[src/rtl/pipe_stall_ctrl_pkg.sv]
// Shared definitions for the pipeline stall scheduler: state encodings and widths.
package pipe_stall_ctrl_pkg;

  localparam logic [1:0] PSC_ST_RUN  = 2'b00;
  localparam logic [1:0] PSC_ST_DHAZ = 2'b01;
  localparam logic [1:0] PSC_ST_MEMW = 2'b10;

  typedef enum logic [1:0] {
    StRun  = PSC_ST_RUN,
    StDhaz = PSC_ST_DHAZ,
    StMemw = PSC_ST_MEMW
  } psc_state_e;

  // Hazard counter covers WB_DIST up to 15, watchdog covers MEM_TIMEOUT up to 255.
  localparam int unsigned PscCntW = 4;
  localparam int unsigned PscWdW  = 8;
  localparam int unsigned PscPerfW = 16;

  // Saturating increment for the 16-bit performance counters.
  function automatic logic [PscPerfW-1:0] psc_sat_inc(input logic [PscPerfW-1:0] val);
    return (val == '1) ? val : val + 1'b1;
  endfunction

endpackage

[src/rtl/pipe_wdog.sv]
// Memory-wait watchdog: counts wait cycles and raises a sticky timeout flag.
module pipe_wdog
  import pipe_stall_ctrl_pkg::*;
#(
  parameter int unsigned MEM_TIMEOUT = 255
) (
  input  logic clk,
  input  logic rst_n,
  input  logic clr_i,
  input  logic tick_i,
  output logic err_o
);

  localparam logic [PscWdW-1:0] Limit = PscWdW'(MEM_TIMEOUT);

  logic [PscWdW-1:0] wd_q, wd_d;
  logic              err_q, err_d;

  // Next-state: clear outside a wait, count up to the limit, flag once the limit is held.
  always_comb begin
    wd_d  = wd_q;
    err_d = err_q;
    if (clr_i) begin
      wd_d = '0;
    end else if (tick_i) begin
      if (wd_q == Limit) begin
        err_d = 1'b1;
      end else begin
        wd_d = wd_q + 1'b1;
      end
    end
  end

  // Watchdog count and sticky flag; the flag clears only on reset.
  always_ff @(posedge clk or negedge rst_n) begin
    if (!rst_n) begin
      wd_q  <= '0;
      err_q <= 1'b0;
    end else begin
      wd_q  <= wd_d;
      err_q <= err_d;
    end
  end

  assign err_o = err_q;

endmodule

[src/rtl/pipe_stall_ctrl.sv]
// Pipeline stall scheduler: converts decoder conflicts and memory waits into
// stall/hold controls, counts the hazard penalty and resumes it after memory waits.
// Optional feature macro: PIPE_STALL_CTRL_PERF_EN adds perf_haz_o / perf_mem_o counters.
module pipe_stall_ctrl
  import pipe_stall_ctrl_pkg::*;
#(
  parameter int unsigned WB_DIST     = 3,
  parameter int unsigned MEM_TIMEOUT = 255
) (
  input  logic        clk,
  input  logic        rst_n,
  input  logic        d_conflict_i,
  input  logic        mem_req_i,
  input  logic        mem_ready_i,
  output logic        stall_if_o,
  output logic        stall_dec_o,
  output logic        hold_o,
  output logic [1:0]  state_o,
`ifdef PIPE_STALL_CTRL_PERF_EN
  output logic [15:0] perf_haz_o,
  output logic [15:0] perf_mem_o,
`endif
  output logic        mem_err_o
);

  localparam logic [PscCntW-1:0] CntInit = PscCntW'(WB_DIST - 1);
  localparam bit                 MultiCycle = (WB_DIST > 1);

  psc_state_e         state_q, ret_q, eff;
  logic [PscCntW-1:0] cnt_q;
  logic               mem_wait;
  logic               stall;

  assign mem_wait = mem_req_i & ~mem_ready_i;

  // While waiting on memory the interrupted state is carried in ret_q.
  assign eff = (state_q == StMemw) ? ret_q : state_q;

  // Zero-latency stall/hold, gated off while reset is asserted.
  always_comb begin
    stall = mem_wait | (eff == StDhaz) | ((eff == StRun) & d_conflict_i);
    stall_if_o  = rst_n & stall;
    stall_dec_o = rst_n & stall;
    hold_o      = rst_n & mem_wait;
  end

  assign state_o = state_q;

  // FSM and hazard counter; memory waits freeze the hazard count.
  always_ff @(posedge clk or negedge rst_n) begin
    if (!rst_n) begin
      state_q <= StRun;
      ret_q   <= StRun;
      cnt_q   <= '0;
    end else if (mem_wait) begin
      state_q <= StMemw;
      ret_q   <= eff;
    end else begin
      unique case (eff)
        StRun: begin
          if (d_conflict_i && MultiCycle) begin
            state_q <= StDhaz;
            cnt_q   <= CntInit;
          end else begin
            state_q <= StRun;
          end
        end
        StDhaz: begin
          if (cnt_q == PscCntW'(1)) begin
            state_q <= StRun;
          end else begin
            state_q <= StDhaz;
            cnt_q   <= cnt_q - 1'b1;
          end
        end
        default: state_q <= StRun;
      endcase
    end
  end

  // Watchdog counts every wait cycle, including the one that enters MEMW.
  pipe_wdog #(
    .MEM_TIMEOUT(MEM_TIMEOUT)
  ) u_wdog (
    .clk   (clk),
    .rst_n (rst_n),
    .clr_i (~mem_wait),
    .tick_i(mem_wait),
    .err_o (mem_err_o)
  );

`ifdef PIPE_STALL_CTRL_PERF_EN
  logic [PscPerfW-1:0] perf_haz_q, perf_mem_q;

  // Saturating cycle counters for hazard-only stalls and memory waits.
  always_ff @(posedge clk or negedge rst_n) begin
    if (!rst_n) begin
      perf_haz_q <= '0;
      perf_mem_q <= '0;
    end else begin
      if (stall_dec_o && !mem_wait) perf_haz_q <= psc_sat_inc(perf_haz_q);
      if (mem_wait)                 perf_mem_q <= psc_sat_inc(perf_mem_q);
    end
  end

  assign perf_haz_o = perf_haz_q;
  assign perf_mem_o = perf_mem_q;
`endif

endmodule

[config.mk]
export PLATFORM = sky130hd
export DESIGN_NAME = pipe_stall_ctrl
export DESIGN_NICKNAME = d
export VERILOG_FILES = /design/src/rtl/pipe_stall_ctrl_pkg.sv /design/src/rtl/pipe_wdog.sv /design/src/rtl/pipe_stall_ctrl.sv
export SDC_FILE = /design/constraint.sdc
export NUM_CORES = 1
export LEC_CHECK = 0
export ABC_AREA = 1
export CORE_UTILIZATION = 55
export CTS_CLUSTER_SIZE = 40
export DETAILED_ROUTE_END_ITERATION = 10
export MAX_ROUTING_LAYER = met4
export PLACE_DENSITY = 0.79
export SLEW_MARGIN = 10
export SYNTH_ARGS = -nofsm -noshare
export SYNTH_HDL_FRONTEND = slang
export SYNTH_SLANG_ARGS = --single-unit
[constraint.sdc]
create_clock -name clk -period 2.3 [get_ports clk]
set_clock_uncertainty 0.15 [all_clocks]
set_input_delay 0.23 -clock clk [delete_from_list [all_inputs] [get_ports clk]]
set_output_delay 0.23 -clock clk [all_outputs]
set_load 0.02 [all_outputs]
==> results.tsv <==
stage	metric	value	unit
yosys	syn_nets	124	
placed_design	place_area	0.001075	mm2
die	fp-row-count	14	
die	core	0.001559	mm2
final_layout	drive_gt1_share	15.27	%
power	clockPowerShare	17.5	%
global_route	grt_pass1_wl	2.918	mm
yosys	synth_cell_types	25	
global_route	grt_usage	21.57	%
die	die_w	43.45	um
detailed_routing	drtIter0Drc	13	
final_layout	area_growth_syn_to_layout	16.42	%
clocking	cts_resized	2	
yosys	yosysTopAreaCell	dfrtp_1	
critical_path	regToRegSetupSlack	830	ps
final_layout	n_antenna_cell	0	
clocking	cts-htree-levels	1	
hold_path	hold_path.class	in2async	
status	status	complete, but fails checks	
power	ir_drop	0.0004389	V
critical_path	critical_path_class	reg2out	
detailed_routing	met2_length	831	um
sta	final.min_clock_period	2061	ps
yosys	yosys.area_share.simple	33.77	%
global_route	grt_pass1_vias	695	
critical_path	timing.rr.start	u_wdog.wd_q[0]	
critical_path	worstPathMaxFanout	6	
final_layout	fin_util	70.55	%
critical_path	critPathRequiredTime	1920	ps
sta	finalSetupViolations	0	
clocking	cts_max_path_buffers	2	
sta	fmax	0.4852	GHz
detailed_routing	dr.pass1.iters	7	
power	intPower	540.0	uW
yosys	synth_warnings	0	
critical_path	rr_endpoint	u_wdog.err_o	
clocking	tritoncts	done	
sta	max-slew-margin-rel	84.99	%
detailed_routing	m1WireLength	725	um
final_layout	fin_nets	140	
yosys	muxShareOfSynthArea	0	%
final_layout	final_cell_mix	29 x nand2_1, 17 x dfrtp_1, 13 x nor2_1, 12 x inv_1, 11 x nand3_1	
clocking	cts_setup_buffers	0	
yosys	ys_top_cells_by_area	dfrtp_1 45%, nand2_1 12%, nand3_1 5.8%	
yosys	synth_seq_cells	17	
final_layout	n_fill_cell	126	
clocking	cts.clk_slew.worst_paths	100	ps
die	die_y	43.45	um
yosys	synth-compound-area-share	8.079	%
global_route	grt_max_degree	18	
sta	drv_slew	0	
power	p_per_area	782.1	mW/mm2
critical_path	cp-start-kind	register	
clocking	cts.sinks	17	
clocking	cts_buffers	3	
global_route	antenna_found_initial	0	
detailed_routing	drt-total-wl	1.624	mm
yosys	synth_fa_ha_area_share	3.974	%
sta	rsz0062_at_grt	no	
detailed_routing	vias_per_cell	5.259	
run	maxCapViolCount	0	
clocking	clkLatencyLatePin	280	ps
yosys	syn_area_per_cell	8.144	um2
placed_design	numPortBuffers	10	
sta	hold_viol_final	0	
die	io_pins	11	
final_layout	final_common_cell	nand2_1	
yosys	synth_top_cell_area_share	45.03	%
yosys	synth_top_family_by_area	simple AND/OR/NAND/NOR gates	
die	start_util	60.59	%
die	dieArea	0.001887	mm2
clocking	cts_hold_buf	0	
critical_path	critPathArrivalTime	1680	ps
detailed_routing	dr.max_layer_used	met4	
sta	finalCritPeriodShare	89.61	%
power	p_sw_share	37.22	%
power	netSwitchingPower	320.2	uW
clocking	cts_root_buf	clkbuf_4	
detailed_routing	ant_nets	0	
detailed_routing	route.met3.wl	56	um
sta	worst-slew-pin-transition	224.4	ps
sta	tns	0	ps
critical_path	rr_worst_depth	6	
yosys	syn-cell-area	944.7	um2
power	leakage	0.0005580	uW
placed_design	gp_routability_congestion	0.8579	
global_route	overflow	0	
final_layout	stdcell_area	0.001100	mm2
yosys	yosysSeqAreaShare	45.03	%
yosys	synth_xor_area_share	1.854	%
detailed_routing	drc_errors	2	
detailed_routing	wl_per_cell	11.05	um
power	combPwrFrac	37.1	%
yosys	syn_inst	116	
power	p_seq_share	45.5	%
status	violations	DRC	
critical_path	endpoint_kind	primary output	
placed_design	dpl.hpwl	1.317	mm
detailed_routing	num_vias	773	
## cells in the mapped netlist (all sizes together)
| cell type | instances |
|---|---|
| ha | 3 |
| xnor2 | 1 |
| inv | 15 |
| nand3 | 11 |
| a31oi | 2 |
| dfrtp | 17 |
| o21a | 1 |
| nor2 | 17 |
| buf | 2 |
| nand2 | 33 |
| o21ai | 6 |
| or2 | 1 |
| nand3b | 1 |
| a21oi | 3 |
| xor2 | 1 |
| nor3 | 2 |
## worst max path at each step
stage                  endpoint        from  slack [ps]  cells after the start
finish              stall_dec_o  state_o[0]         240                      4
global route        stall_dec_o  state_o[0]         100                      4
CTS                 stall_dec_o  state_o[0]         220                      4
detailed placement  stall_dec_o   mem_req_i         260                      4
global placement     stall_if_o   mem_req_i         280                      4
floorplan            stall_if_o  state_o[0]         370                      4
## critical path: stages (launching register included)
cell and delay, ps:
dfrtp_1 430, o21ai_4 250, nand2_1 140, a31oi_1 210, dlygate4sd2_1 360
## sequential cells by signal (all words and copies together), names as in the netlist
register,cells
u_wdog.err_o,1
state_o,2
cnt_q,4
u_wdog.wd_q,8
ret_q,2
## logic make-up after synthesis
group	after synthesis
AND/OR/NAND/NOR	65
buffers and inverters	17
flip-flops	17
AO/OA/AOI/OAI	12
adder cells (fa/ha/maj)	3
XOR/XNOR	2
## routing by layer
layer	vias up	GRT usage, %
met1	361	27.75
met2	15	33.64
met3	2	3.750
met5	-	-
li1	395	-
met4	0	9.375
## cell type report
type                            instances  area [um2]  area share, %
Multi-Input combinational cell         82       450.4          40.96
Clock buffer                            3       22.52          2.048
Inverter                               15       56.30          5.119
Tap cell                               16       20.02          1.820
Timing Repair Buffer                   13       120.1          10.92
Sequential cell                        17       425.4          38.68
Clock inverter                          1       5.005         0.4551
## metrics by stage
stage               power, uW  setup slack, ps  cells  hold slack [ps]
floorplan               631.6            370.0    116           -215.6
global placement        711.5            276.3    143            297.5
detailed placement      723.1            257.1    143            305.3
CTS                     874.1            224.0    147            144.4
global route            934.4            97.13    147            163.0
finish                  860.2            238.9    147            139.1
## power groups by stage
| stage | sequential [uW] | clock [uW] | combinational, uW |
|---|---|---|---|
| finish | 391 | 150 | 319 |
| global route | 397 | 170 | 367 |
| CTS | 390 | 159 | 324 |
| detailed placement | 396 | 0 | 327 |
| global placement | 393 | 0 | 319 |
| floorplan | 397 | 0 | 235 |
(Power assumes the default switching activity.)
